==> config.mk <==
export PLATFORM = sky130hd
export DESIGN_NAME = button_conditioner_flat
export DESIGN_NICKNAME = d
export VERILOG_FILES = /design/src/rtl/button_conditioner_pkg.sv /design/src/rtl/button_conditioner_if.sv /design/src/rtl/button_conditioner_sync_2ff.sv /design/src/rtl/button_conditioner.sv /design/src/flat_wrapper.sv
export SDC_FILE = /design/constraint.sdc
export NUM_CORES = 1
export LEC_CHECK = 0
export CAP_MARGIN = 20
export CORE_ASPECT_RATIO = 0.5
export CORE_MARGIN = 4
export CORE_UTILIZATION = 60
export DETAILED_ROUTE_END_ITERATION = 10
export HOLD_SLACK_MARGIN = 0.06
export PLACE_DENSITY_LB_ADDON = 0.08
export REMOVE_ABC_BUFFERS = 1
export SLEW_MARGIN = 20
export SYNTH_ARGS = -nofsm -noshare
export SYNTH_HDL_FRONTEND = slang
export SYNTH_SLANG_ARGS = --single-unit
==> constraint.sdc <==
create_clock -name clk -period 2.45 [get_ports clk]
set_input_delay 0.49 -clock clk [delete_from_list [all_inputs] [get_ports clk]]
set_output_delay 0.49 -clock clk [all_outputs]
set_load 0.005 [all_outputs]
==> src/rtl/button_conditioner_pkg.sv <==
// Shared definitions for the push-button input path: debounce FSM encoding
// and default debounce/auto-repeat timing constants.
package button_conditioner_pkg;

    typedef enum logic [1:0] {
        IDLE         = 2'd0,
        PRESS_WAIT   = 2'd1,
        HELD         = 2'd2,
        RELEASE_WAIT = 2'd3
    } btn_state_t;

    // Defaults assume a 50 MHz system clock.
    localparam int unsigned DEF_DEBOUNCE_CYCLES = 500000;
    localparam int unsigned DEF_REPEAT_DELAY    = 25000000;
    localparam int unsigned DEF_REPEAT_PERIOD   = 5000000;
    localparam int unsigned DEF_CNT_W           = 25;

endpackage

==> src/rtl/button_conditioner_if.sv <==
// Button signal bundle: raw active-low input plus the conditioned level and strobes.
interface button_conditioner_if;

    logic btn_raw_n;
    logic btn_clean_n;
    logic press_pulse;
    logic release_pulse;

    modport master (
        output btn_raw_n,
        input  btn_clean_n,
        input  press_pulse,
        input  release_pulse
    );

    modport slave (
        input  btn_raw_n,
        output btn_clean_n,
        output press_pulse,
        output release_pulse
    );

endinterface

==> src/rtl/button_conditioner_sync_2ff.sv <==
// Two-flop synchronizer for asynchronous board inputs; both flops reset to 1
// so an active-low input reads as inactive out of reset.
module sync_2ff (
    input  logic clk,
    input  logic reset,
    input  logic d_i,
    output logic q_o
);

    logic meta_q;
    logic sync_q;

    always_ff @(posedge clk or posedge reset) begin
        if (reset) begin
            meta_q <= 1'b1;
            sync_q <= 1'b1;
        end else begin
            meta_q <= d_i;
            sync_q <= meta_q;
        end
    end

    assign q_o = sync_q;

endmodule

==> src/rtl/button_conditioner.sv <==
// Synchronizes and debounces one active-low push-button, producing a clean level
// plus one-cycle press/release strobes. Define BUTTON_CONDITIONER_AUTOREPEAT_EN for auto-repeat.
module button_conditioner
    import button_conditioner_pkg::*;
#(
    parameter int unsigned DEBOUNCE_CYCLES = DEF_DEBOUNCE_CYCLES,
    parameter int unsigned REPEAT_DELAY    = DEF_REPEAT_DELAY,
    parameter int unsigned REPEAT_PERIOD   = DEF_REPEAT_PERIOD,
    parameter int unsigned CNT_W           = DEF_CNT_W
) (
    input  logic           clk,
    input  logic           reset,
    button_conditioner_if.slave btn
);

    localparam logic [CNT_W-1:0] DB_LAST = CNT_W'(DEBOUNCE_CYCLES - 1);

    if ((DEBOUNCE_CYCLES < 2) || (DEBOUNCE_CYCLES > (2 ** CNT_W) - 1) ||
        (REPEAT_DELAY < 1) || (REPEAT_DELAY > (2 ** CNT_W) - 1) ||
        (REPEAT_PERIOD < 1) || (REPEAT_PERIOD > (2 ** CNT_W) - 1)) begin : g_param_check
        $error("button_conditioner: timing parameter out of range for CNT_W");
    end

    logic       s;
    btn_state_t state_q;
    logic [CNT_W-1:0] cnt_q;
    logic       clean_n_q;
    logic       press_q;
    logic       release_q;

    sync_2ff u_sync (
        .clk   (clk),
        .reset (reset),
        .d_i   (btn.btn_raw_n),
        .q_o   (s)
    );

`ifdef BUTTON_CONDITIONER_AUTOREPEAT_EN
    localparam logic [CNT_W-1:0] RPT_DELAY_LAST  = CNT_W'(REPEAT_DELAY - 1);
    localparam logic [CNT_W-1:0] RPT_PERIOD_LAST = CNT_W'(REPEAT_PERIOD - 1);

    // rep_q selects the first (long) delay vs. the steady repeat period.
    logic [CNT_W-1:0] rpt_q;
    logic             rep_q;
    logic [CNT_W-1:0] rpt_last;

    always_comb begin
        rpt_last = rep_q ? RPT_PERIOD_LAST : RPT_DELAY_LAST;
    end
`endif

    always_ff @(posedge clk or posedge reset) begin
        if (reset) begin
            state_q   <= IDLE;
            cnt_q     <= '0;
            clean_n_q <= 1'b1;
            press_q   <= 1'b0;
            release_q <= 1'b0;
`ifdef BUTTON_CONDITIONER_AUTOREPEAT_EN
            rpt_q     <= '0;
            rep_q     <= 1'b0;
`endif
        end else begin
            press_q   <= 1'b0;
            release_q <= 1'b0;
            unique case (state_q)
                IDLE: begin
                    if (!s) begin
                        state_q <= PRESS_WAIT;
                        cnt_q   <= '0;
                    end
                end
                PRESS_WAIT: begin
                    if (s) begin
                        state_q <= IDLE;
                        cnt_q   <= '0;
                    end else if (cnt_q == DB_LAST) begin
                        state_q   <= HELD;
                        cnt_q     <= '0;
                        clean_n_q <= 1'b0;
                        press_q   <= 1'b1;
`ifdef BUTTON_CONDITIONER_AUTOREPEAT_EN
                        rpt_q     <= '0;
                        rep_q     <= 1'b0;
`endif
                    end else begin
                        cnt_q <= cnt_q + CNT_W'(1);
                    end
                end
                HELD: begin
                    if (s) begin
                        state_q <= RELEASE_WAIT;
                        cnt_q   <= '0;
                    end
`ifdef BUTTON_CONDITIONER_AUTOREPEAT_EN
                    // Repeat timing pauses (not restarts) across a rejected release bounce.
                    else if (rpt_q == rpt_last) begin
                        press_q <= 1'b1;
                        rpt_q   <= '0;
                        rep_q   <= 1'b1;
                    end else begin
                        rpt_q <= rpt_q + CNT_W'(1);
                    end
`endif
                end
                RELEASE_WAIT: begin
                    if (!s) begin
                        state_q <= HELD;
                        cnt_q   <= '0;
                    end else if (cnt_q == DB_LAST) begin
                        state_q   <= IDLE;
                        cnt_q     <= '0;
                        clean_n_q <= 1'b1;
                        release_q <= 1'b1;
                    end else begin
                        cnt_q <= cnt_q + CNT_W'(1);
                    end
                end
            endcase
        end
    end

    assign btn.btn_clean_n   = clean_n_q;
    assign btn.press_pulse   = press_q;
    assign btn.release_pulse = release_q;

endmodule

==> src/flat_wrapper.sv <==
// flat-port wrapper written by rule: the top's interface ports become plain ports
module button_conditioner_flat import button_conditioner_pkg::*;
#(
    parameter int unsigned DEBOUNCE_CYCLES = DEF_DEBOUNCE_CYCLES,
    parameter int unsigned REPEAT_DELAY    = DEF_REPEAT_DELAY,
    parameter int unsigned REPEAT_PERIOD   = DEF_REPEAT_PERIOD,
    parameter int unsigned CNT_W           = DEF_CNT_W
)
  (clk, reset, btn_btn_raw_n, btn_btn_clean_n, btn_press_pulse, btn_release_pulse);
  button_conditioner_if btn_i ();
  input  logic clk;
  input  logic reset;
  input wire logic [$bits(btn_i.btn_raw_n)-1:0] btn_btn_raw_n;
  output wire logic [$bits(btn_i.btn_clean_n)-1:0] btn_btn_clean_n;
  output wire logic [$bits(btn_i.press_pulse)-1:0] btn_press_pulse;
  output wire logic [$bits(btn_i.release_pulse)-1:0] btn_release_pulse;
  assign btn_i.btn_raw_n = btn_btn_raw_n;
  assign btn_btn_clean_n = btn_i.btn_clean_n;
  assign btn_press_pulse = btn_i.press_pulse;
  assign btn_release_pulse = btn_i.release_pulse;
  button_conditioner #(.DEBOUNCE_CYCLES(DEBOUNCE_CYCLES), .REPEAT_DELAY(REPEAT_DELAY), .REPEAT_PERIOD(REPEAT_PERIOD), .CNT_W(CNT_W)) u_core (.clk(clk), .reset(reset), .btn(btn_i));
endmodule
-- Yosys cells after proc, flatten, opt, wreduce, memory -nomap -nowiden
Cells that the tools add are included.
- register bits after elaboration: 32
- input bits: 3
- output and inout port bits: 3
- word-level logic and storage cells: 48
- add/subtract/negate cells: 1
- equality and inequality tests: 12
- multiplexer cells: 23
- reduce and logical (&&, ||, !) cells: 5
- operators by type and width (operator ; count):
    2-to-1 mux 25 bit ; 5
    one-hot mux 25 bit (4 select lines) ; 1
    adder 25 x 1 -> 25 bit, second input constant ; 1
    == test 25 x 19 -> 1 bit, second input constant ; 1
    2-to-1 mux 2 bit ; 6
    2-to-1 mux 1 bit ; 9
    != test 2 bit, second input constant ; 4
    one-hot mux 2 bit (4 select lines) ; 1
    != test 3 x 2 -> 1 bit, second input constant ; 2
    AND reduction 5 bit ; 1
    == test 2 bit, second input constant ; 2
    != test 2 x 1 -> 1 bit, second input constant ; 2
    AND reduction 4 bit ; 1
    == test 2 x 1 -> 1 bit, second input constant ; 1
    zero test 2 bit ; 1
    one-hot mux 1 bit (2 select lines) ; 1
    AND reduction 2 bit ; 1
    nonzero test 2 bit ; 1

-- Logic depth before layout (Yosys ltp)
- depth after elaboration: 4
- depth in mapped cells: 8
- depth with buffers taken out: 6

-- Cells and area by module
From an unflattened synthesis, not the netlist that was laid out.
- cell total of the unflattened synthesis: 179
- area total of the unflattened synthesis: 1740.4 µm²
- modules (own cells, without submodules) (module ; instances ; cells an instance ; area an instance (µm²) ; seq. area each (µm²)):
    button_conditioner ; 1 ; 176 ; 1684.1 ; 752.0
    sync_2ff ; 1 ; 3 ; 56.3 ; 52.6

-- Worst setup path after synthesis
OpenSTA, ideal clock, no wires.
- path type: register -> register
- start point: reg u_core.cnt_q[0]
- end point: reg u_core.cnt_q[18]
- library setup time: 0.118 ns
- arrival time: 1.731 ns
- required time: 2.332 ns
- slack: 0.601 ns
- cell stages (with the launch flop): 7
- buffers on the path: 0
- period minus slack after synthesis: 1.849 ns
- path through: dfrtp_1 > ha_1 > nand4_4 > nor4_4 > nand4_1 > a21o_1 > a21o_1
- word-level cells in the longest chain between the ends: 4
- elaborated cells on any way between the ends: 6
- those cells by class: add/sub (1); eq/ne (1); mux (4)
- ends and longest elaborated chain (element ; line ; text):
    start, declared ; button_conditioner.sv:26 ; logic [CNT_W-1:0] cnt_q;
    start signal, assigned ; button_conditioner.sv:87 ; cnt_q <= cnt_q + CNT_W'(1);
    start signal, assigned ; button_conditioner.sv:116 ; cnt_q <= cnt_q + CNT_W'(1);
    adder 25 x 1 -> 25 bit or == test 25 x 19 -> 1 bit (tied branches) ; n/a ;
    2-to-1 mux 25 bit (*) ; button_conditioner.sv:77, button_conditioner.sv:110 ;
    2-to-1 mux 25 bit, on equally long branches ; button_conditioner.sv:107, button_conditioner.sv:74 ;
    one-hot mux 25 bit (4 select lines) (*) ; button_conditioner.sv:66 ; unique case (state_q)
Every way passes the cells marked *; elsewhere a longest branch is shown, timed or not.
A chain may end at the register's enable or synchronous reset.

-- Worst setup path in the final report
Ends and elaborated chain as after synthesis.

==> results_dict.tcl <==
set metrics [dict create \
    synth_ff_type "dfrtp_1" \
    grt_antenna_before_repair 0 \
    postCtsHoldBufs 0 \
    ys_warn_count 0 \
    p_clk_share_pct 39.3 \
    synth_edf_count 0 \
    cellPowerDensity_nw_per_um2 529 \
    setup_violations 0 \
    viasPerCell 6.43 \
    dpl.hpwl_um 2470 \
    synth-seq-area-share_pct 46.9 \
    die_y_um 45.8 \
    critPathKind "reg2reg" \
    worstMarginPinSlew_ns 0.698 \
    synthAdderAreaFrac_pct 0.730 \
    switching_power_uw 235 \
    end_kind "register" \
    synthArstFlopShare_pct 100 \
    clk_path_buf_depth 2 \
    post-route-util_pct 69.8 \
    clock-sinks 32 \
    core_um2 2670 \
    p_total_uw 985 \
    holdWs_ns 0.362 \
    nNetsFinal 193 \
    status "finished, final reports clean" \
    gp_congestion 0.927 \
    antenna_left 0 \
    p_sw_share_pct 23.8 \
    routed_wl_um 3640 \
    relSlewSlack_pct 53.4 \
    cts_resized 0 \
    synth_seq_cells 32 \
    drv_slew 0 \
    vias 1459 \
    crit_path_start_kind "register" \
    worstPathArrival_ns 2.32 \
    std_cell_rows 13 \
    synth-xor-area-share_pct 2.04 \
    hold_viol 0 \
    grt_max_degree 33 \
    htree_levels 2 \
    layout-drive-gt1-share_pct 10.0 \
    detail_route.iter0.violations 116 \
    syn_to_final_growth_pct 8.69 \
    overflow 0 \
    dpl_cell_area_um2 1780 \
    track_usage_pct 22.7 \
    routedWlPerCell_um 16.0 \
    p_comb_share_pct 5.6 \
    clockRootBuffer "clkbuf_8" \
    leakagePower_nw 0.799 \
    clk_latency_ns 0.28 \
    grt_pass1_vias 1349 \
    cts_tree "built" \
    synth.avg_cell_area_um2 9.47 \
    numCtsBuffers 5 \
    cap_violations 0 \
    mostFrequentLayoutCells "dfrtp_1, nand3_1, nand2_1" \
    syn_inst 181 \
    synthMuxAreaShare_pct 0 \
    netlist_area_um2 1710 \
    setup_tns_ns 0 \
    vdd_drop_max_uv 317 \
    rsz0062_at_grt "false" \
    grt_pass1_wl_um 6560 \
    synth_top_family_by_area "simple AND/OR/NAND/NOR gates" \
    fin_crit_sh_pct 87.6 \
    fin_crit_ns 2.15 \
    yosys.cell_types.count 37 \
    drc_errors 0 \
    final_common_cell "dfrtp_1" \
    hold_class "reg2reg" \
    fmax_ghz 0.466 \
    fill_cells 209 \
    synth_compound_area_share_pct 18.5 \
    p_seq_share_pct 55.1 \
    synth-simple-area-share_pct 26.4 \
    crit_required_ns 2.63 \
    n_antenna_cell 0 \
    portBuffers 5 \
    dieArea_um2 3830 \
    cp_max_fo 8 \
    finClkSkew_ns 0.00437 \
    fp.dieW_um 83.6 \
    clkSlewWorstSetupHoldPaths_ns 0.06 \
    postCtsSetupBuffers 0 \
    initial_utilization_pct 64.3 \
    final_area_um2 1860 \
    intPower_uw 751 \
    ios 6 \
    drtPass1Iterations 4 \
]
==> Yosys cell counts, types with 4 or more instances <==
cell / count / area [um^2]
or3_1: 5 / 31.3
nor2_1: 5 / 18.8
inv_1: 10 / 37.5
a21o_1: 6 / 45.0
nand3_1: 18 / 90.1
a21oi_1: 11 / 55.1
o21ai_0: 12 / 60.1
dfrtp_1: 29 / 726
a31oi_1: 12 / 75.1
nor3_1: 7 / 35.0
nand2_1: 14 / 52.6
nor4_1: 4 / 25.0
nand4_1: 7 / 43.8
nand2b_1: 4 / 25.0
==> flip-flops by register name (all words and copies together) (netlist names), named ones only <==
name	count
u_core.cnt_q	25
u_core.btn.btn_clean_n	1
u_core.state_q	1
u_core.u_sync.meta_q	1
u_core.u_sync.q_o	1
u_core.btn.press_pulse	1
u_core.btn.release_pulse	1
==> worst paths after layout <==
kind | from | slack [ns] | end | depth (start not counted)
min reg2reg | u_core.u_sync.meta_q$_DFF_PP1_ | 0.36 | u_core.u_sync.q_o$_DFF_PP1_ | 0
max | u_core.cnt_q[0]$_DFFE_PP0P_ | 0.30 | u_core.cnt_q[18]$_DFFE_PP0P_ | 6
max in group asynchronous | reset | 1.52 | u_core.u_sync.q_o$_DFF_PP1_ | 3
min in group asynchronous | reset | 0.59 | u_core.cnt_q[3]$_DFFE_PP0P_ | 3
min | u_core.u_sync.meta_q$_DFF_PP1_ | 0.36 | u_core.u_sync.q_o$_DFF_PP1_ | 0
max reg2reg | u_core.cnt_q[0]$_DFFE_PP0P_ | 0.30 | u_core.cnt_q[18]$_DFFE_PP0P_ | 6
==> layer usage <==
layer / part of all wire [%] / global-route usage [%] / up-vias
li1: - / - / 691
met1: 49 / 30.9 / 705
met2: 42 / 34.6 / 56
met3: 7.9 / 7.22 / 7
met4: 1.5 / 8.65 / 0
met5: 0 / 0 / -
==> metrics by stage <==
step                cells  setup WS, ns
global placement      219         0.399
CTS                   227         0.320
detailed placement    219         0.332
floorplan             174         0.477
global route          227         0.139
finish                227         0.304
==> final cells by class <==
type                       count  area (um^2)  area share, %
tap                           37         46.3           2.48
timing repair buffer           8         72.6           3.90
clock inverter                 1         5.00          0.269
clock buffer                   7         76.3           4.10
inverter                      10         37.5           2.01
sequential                    32          805           43.2
multi-input combinational    132          821           44.1
==> worst max-delay path, cell delays in order, from the launching register on <==
cell     delay (ns)
dfrtp_1        0.43
ha_1           0.29
nand4_4        0.22
nor4_4         0.54
nand4_1        0.18
a21o_1         0.20
a21o_1         0.17
==> power by group through the flow <==
stage               clock, mW  sequential (mW)  combinational, mW
finish                  0.388            0.543             0.0549
CTS                     0.398            0.542             0.0553
floorplan                   0            0.550             0.0364
global route            0.426            0.543             0.0638
global placement            0            0.552             0.0532
detailed placement          0            0.552             0.0550
==> kinds of logic after synthesis <==
logic type / Yosys count
and+or+nand+nor: 76
AOI/OAI and AO/OA: 51
DFF: 32
buffers and inverters: 17
xor gates and xnor gates: 4
adders and majority gates: 1
Note: power is estimated with default switching activity, not from simulation.
